`config.mk`:
```
export PLATFORM = sky130hd
export DESIGN_NAME = pwm_ramp_scheduler
export DESIGN_NICKNAME = d
export VERILOG_FILES = /design/src/rtl/pwm_sched_pkg.sv /design/src/rtl/pwm_period_timer.sv /design/src/rtl/pwm_ramp_scheduler.sv
export SDC_FILE = /design/constraint.sdc
export NUM_CORES = 1
export LEC_CHECK = 0
export ABC_CLOCK_PERIOD_IN_PS = 11600
export CAP_MARGIN = 20
export CORE_ASPECT_RATIO = 0.9
export CORE_MARGIN = 5
export CORE_UTILIZATION = 55
export DETAILED_ROUTE_END_ITERATION = 8
export PLACE_DENSITY_LB_ADDON = 0.08
export SETUP_SLACK_MARGIN = 0.4
export SLEW_MARGIN = 30
export SYNTH_ARGS = -nofsm -noshare
export SYNTH_HDL_FRONTEND = slang
export SYNTH_SLANG_ARGS = --single-unit
```
`constraint.sdc`:
```
create_clock -name clk -period 11.6 [get_ports clk]
set_clock_uncertainty 0.05 [all_clocks]
set_input_delay 2.9 -clock clk [delete_from_list [all_inputs] [get_ports clk]]
set_output_delay 2.9 -clock clk [all_outputs]
set_load 0.01 [all_outputs]
```
`src/rtl/pwm_sched_pkg.sv`:
```
// Shared types and default constants for the PWM compare-word ramp scheduler.
package pwm_sched_pkg;

    typedef enum logic {
        IDLE = 1'b0,
        RAMP = 1'b1
    } state_t;

    localparam int CW_WIDTH_D   = 16;
    localparam int PERIOD_MAX_D = 62500;
    localparam int RESET_CW_D   = 4688;
    localparam int MIN_CW_D     = 3125;
    localparam int MAX_CW_D     = 6250;

endpackage

```
`src/rtl/pwm_period_timer.sv`:
```
// Free-running 0..PERIOD_MAX counter; period_tick marks the last cycle of each period.
module pwm_period_timer #(
    parameter int PERIOD_MAX = 62500
) (
    input  logic clk,
    input  logic rst,
    output logic period_tick
);

    localparam int CNT_W = $clog2(PERIOD_MAX + 1);

    logic [CNT_W-1:0] r_cnt;
    logic             w_last;

    assign w_last      = (r_cnt == CNT_W'(PERIOD_MAX));
    assign period_tick = w_last;

    always_ff @(posedge clk or posedge rst) begin
        if (rst)         r_cnt <= '0;
        else if (w_last) r_cnt <= '0;
        else             r_cnt <= r_cnt + CNT_W'(1);
    end

endmodule

```
`src/rtl/pwm_ramp_scheduler.sv`:
```
// Ramps PWM_CW toward a commanded target, one step per PWM period at the period boundary.
// Define PWM_RAMP_LIMIT_EN to clamp accepted targets to [MIN_CW, MAX_CW].
module pwm_ramp_scheduler
    import pwm_sched_pkg::*;
#(
    parameter int CW_WIDTH   = CW_WIDTH_D,
    parameter int PERIOD_MAX = PERIOD_MAX_D,
    parameter int RESET_CW   = RESET_CW_D,
    parameter int MIN_CW     = MIN_CW_D,
    parameter int MAX_CW     = MAX_CW_D
) (
    input  logic                clk,
    input  logic                rst,
    input  logic                cmd_valid,
    output logic                cmd_ready,
    input  logic [CW_WIDTH-1:0] cmd_target,
    input  logic [CW_WIDTH-1:0] cmd_step,
    output logic [CW_WIDTH-1:0] PWM_CW,
    output logic                period_tick,
    output logic                busy,
    output logic                done,
    output logic                clamp_flag
);

    state_t              r_state, w_state_nxt;
    logic [CW_WIDTH-1:0] r_cw, w_cw_nxt;
    logic [CW_WIDTH-1:0] r_target, w_target_nxt;
    logic [CW_WIDTH-1:0] r_step, w_step_nxt;
    logic                r_done, w_done_nxt;
    logic                r_clamp, w_clamp_nxt;
    logic                w_tick;
    logic [CW_WIDTH-1:0] w_tgt_in;
    logic                w_clamp_in;
    logic [CW_WIDTH:0]   w_diff;

    pwm_period_timer #(.PERIOD_MAX(PERIOD_MAX)) u_timer (
        .clk         (clk),
        .rst         (rst),
        .period_tick (w_tick)
    );

`ifdef PWM_RAMP_LIMIT_EN
    always_comb begin
        w_tgt_in   = cmd_target;
        w_clamp_in = 1'b0;
        if (cmd_target < CW_WIDTH'(MIN_CW)) begin
            w_tgt_in   = CW_WIDTH'(MIN_CW);
            w_clamp_in = 1'b1;
        end else if (cmd_target > CW_WIDTH'(MAX_CW)) begin
            w_tgt_in   = CW_WIDTH'(MAX_CW);
            w_clamp_in = 1'b1;
        end
    end
`else
    logic [CW_WIDTH-1:0] w_unused_lim;
    assign w_unused_lim = CW_WIDTH'(MIN_CW) ^ CW_WIDTH'(MAX_CW);
    assign w_tgt_in     = cmd_target;
    assign w_clamp_in   = 1'b0;
`endif

    // One extra bit keeps the distance exact across the full compare-word range.
    assign w_diff = (r_target >= r_cw) ? ({1'b0, r_target} - {1'b0, r_cw})
                                       : ({1'b0, r_cw} - {1'b0, r_target});

    always_comb begin
        w_state_nxt  = r_state;
        w_cw_nxt     = r_cw;
        w_target_nxt = r_target;
        w_step_nxt   = r_step;
        w_clamp_nxt  = r_clamp;
        w_done_nxt   = 1'b0;
        case (r_state)
            IDLE: begin
                if (cmd_valid) begin
                    w_target_nxt = w_tgt_in;
                    w_step_nxt   = cmd_step;
                    w_clamp_nxt  = w_clamp_in;
                    w_state_nxt  = RAMP;
                end
            end
            RAMP: begin
                if (w_tick) begin
                    if (r_step == '0 || w_diff <= {1'b0, r_step}) begin
                        w_cw_nxt    = r_target;
                        w_done_nxt  = 1'b1;
                        w_state_nxt = IDLE;
                    end else if (r_target > r_cw) begin
                        w_cw_nxt = r_cw + r_step;
                    end else begin
                        w_cw_nxt = r_cw - r_step;
                    end
                end
            end
        endcase
    end

    always_ff @(posedge clk or posedge rst) begin
        if (rst) begin
            r_state  <= IDLE;
            r_cw     <= CW_WIDTH'(RESET_CW);
            r_target <= '0;
            r_step   <= '0;
            r_done   <= 1'b0;
            r_clamp  <= 1'b0;
        end else begin
            r_state  <= w_state_nxt;
            r_cw     <= w_cw_nxt;
            r_target <= w_target_nxt;
            r_step   <= w_step_nxt;
            r_done   <= w_done_nxt;
            r_clamp  <= w_clamp_nxt;
        end
    end

    assign cmd_ready   = (r_state == IDLE);
    assign busy        = (r_state == RAMP);
    assign done        = r_done;
    assign PWM_CW      = r_cw;
    assign period_tick = w_tick;
    assign clamp_flag  = r_clamp;

endmodule
```
==> impl_metrics.toml <==
[run_status]
status = "complete, no violations"

[placed_design]
gp_congestion = 0.923
dp_hpwl_um = 11000
place_area_um2 = 6310
io_buffers = 54

[global_route]
grt_max_degree = 67
antenna_found_initial = 0
grt_pass1_vias = 4841
grt_overflow = 0
groute.usage.overall = 0.235
grt_pass1_wl_um = 24100

[cts]
clock_latency_ps = 340
holdBufCountCts = 0
clockBufferDepth = 2
cts_tree = "built"
cts_buffers = 9
root_buffer = "clkbuf_16"
clkTransAtPathRegs_ps = 60
h-tree-depth = 3
cts_resized = 0
cts_setup_buffers = 0
cts_sinks = 66

[die]
rows = 35
core_area_um2 = 10200
die_y_um = 107
die_w_um = 117
pin_count = 56
die_area_um2 = 12500
start_util = 0.560

[drt]
dr.first_iter.drc_count = 388
viasPerCell = 5.71
drc = 0
drt.antenna.violating_nets = 0
drtPass1Iterations = 4
drt_wl_total_um = 14200
vias = 4856
wl_per_cell_um = 16.7

[cells_and_area]
area.growth.synth_to_final_pct = 15.2
final_area_um2 = 6590
drive_above_1_share = 0.0638
final_nets = 820
diodes = 0
finish.utilization = 0.645
fill_cells = 879

[pwr]
p_seq_frac = 0.290
comb_power_share = 0.425
peakVddDrop_mv = 0.116
p_switching_uw = 342
p_leak_uw = 0.00302
netSwitchingFraction = 0.381
p_clk_frac = 0.284
p_int_uw = 554
p_per_area_nw_per_um2 = 136
p_total_uw = 896

[timing]
worst_pin_slew_ps = 938
grt_setup_unrepaired = "no"
finalSetupViolations = 0
period_share = 0.514
hold_violations = 0
max_slew_margin = 0.373
max_freq_mhz = 168
fin_tns_setup_ps = 0
period_needed_ps = 5960
slew_violations = 0

[critical_path]
crit_type = "register to register"
cp_data_required_time_ps = 11820
worst_setup_path_start_kind = "register"
endpoint_kind = "register"
cp_max_fo = 25
critPathArrivalTime_ps = 6180

[synth]
avgSynthCellArea_um2 = 8.50
synth_edf_count = 0
async_reset_ff_frac = 1.00
syn_area_um2 = 5720
ys_ff_latch = 66
yosys_warnings = 0
synth_fp_nets = 777
postSynthCellCount = 673
yosysTopAreaCell = "dfrtp_1"
netlist.area_leader.share = 0.271
ys_seq_area_frac = 0.290
ys.flop_type = "dfrtp_1"
synthDistinctLibCells = 64
synth_area_leaders = "dfrtp_1 (27%), ha_1 (14%), xnor2_1 (5.8%)"

[flow_run]
maxCapViolCount = 0

[hold_path]
holdCritPathClass = "register to register"
[metal layers]
| layer | track usage | routed length, um | up-vias |
|---|---|---|---|
| met3 | 0.0633 | 765 | 22 |
| li1 | - | - | 2444 |
| met4 | 0.0581 | 233 | 0 |
| met1 | 0.328 | 7030 | 2278 |
| met5 | 0 | 0 | - |
| met2 | 0.363 | 6130 | 112 |
[worst max-delay path, cell delays in order, from the launching register on]
cell,delay (ps)
dfstp_2,570
inv_1,60
ha_1,480
and4_4,320
nand2_4,70
nor4_4,360
o31ai_4,130
nand2_1,700
mux2_2,410
a21oi_1,190
o21ai_0,150
xor2_1,180
ha_1,310
nand4_1,100
nor4_1,390
o31ai_1,150
o2111ai_1,150
nand2_1,100
a41oi_2,250
nand2_4,250
mux2_1,390
o21ai_1,120
[cell usage in the layout, fill, tap and decap left out, types with 25 or more instances in the layout]
cell,Yosys,routed
nor2_1,31,31
ha_1,66,66
nand2_1,72,72
o21ai_0,58,58
xnor2_1,38,38
dfrtp_1,62,62
inv_1,66,65
a21o_1,25,25
clkdlybuf4s50_1,0,54
a21oi_1,43,43
[cells by family after synthesis]
logic type | Yosys count | share of synthesized area
buffers and inverters | 92 | 0.0691
adders and majority gates | 69 | 0.155
muxes | 22 | 0.0396
xor gates and xnor gates | 54 | 0.0827
and+or+nand+nor | 183 | 0.158
other | 1 | 0.000656
AOI/OAI and AO/OA | 186 | 0.206
DFF | 66 | 0.290
[synth_stat cells, drive strengths merged (6+ instances only)]
cell type	instances
nor3	15
buf	18
a31oi	8
nor2	31
a21oi	43
nor2b	6
a211oi	8
o21a	6
inv	66
xnor2	38
ha	66
xor2	16
nor4	8
mux2i	17
nand4	10
a21o	25
nand3	12
o21ai	68
dfrtp	62
clkbuf	8
nand2	75
[per-stage QoR]
stage	setup WS, ps	hold WS [ps]	instances
2_1_floorplan	6860	406	673
3_3_place_gp	5960	428	834
3_5_place_dp	5680	436	834
4_1_cts	5650	443	850
5_1_grt	5240	474	850
6_report	5640	435	850
[area by class of cell]
| cell class | instances | area [um2] | share of cell area |
|---|---|---|---|
| Timing Repair Buffer | 58 | 574 | 0.0872 |
| Inverter | 66 | 248 | 0.0376 |
| Clock buffer | 11 | 243 | 0.0369 |
| Multi-Input combinational cell | 515 | 3670 | 0.558 |
| Clock inverter | 5 | 30.0 | 0.00456 |
| Sequential cell | 66 | 1660 | 0.252 |
| Tap cell | 129 | 161 | 0.0245 |
[sequential cells by signal, summed over array words and instances, names as in the netlist]
register       cells
done               1
u_timer.r_cnt     16
busy               1
PWM_CW            16
r_target          16
r_step            16
[power by group through the flow]
stage                     sequential, uW  clock [uW]  combinational, uW
after floorplan                      259           0                298
after global placement               263           0                369
after detailed placement             264           0                374
after CTS                            260         262                377
after global routing                 262         271                424
final                                260         255                381
[worst paths after layout]
check,slack [ps],to,cells past startpoint,startpoint
setup reg to reg,5640,PWM_CW[0],21,PWM_CW[9]
setup / recovery,5640,PWM_CW[0],21,PWM_CW[9]
hold reg to reg,440,u_timer.r_cnt[8],1,u_timer.r_cnt[8]
max in group asynchronous,8100,r_step[9],3,rst
min in group asynchronous,2980,u_timer.r_cnt[0],3,rst
hold / removal,440,u_timer.r_cnt[8],1,u_timer.r_cnt[8]
No activity file was read; power rests on OpenSTA's default activity.
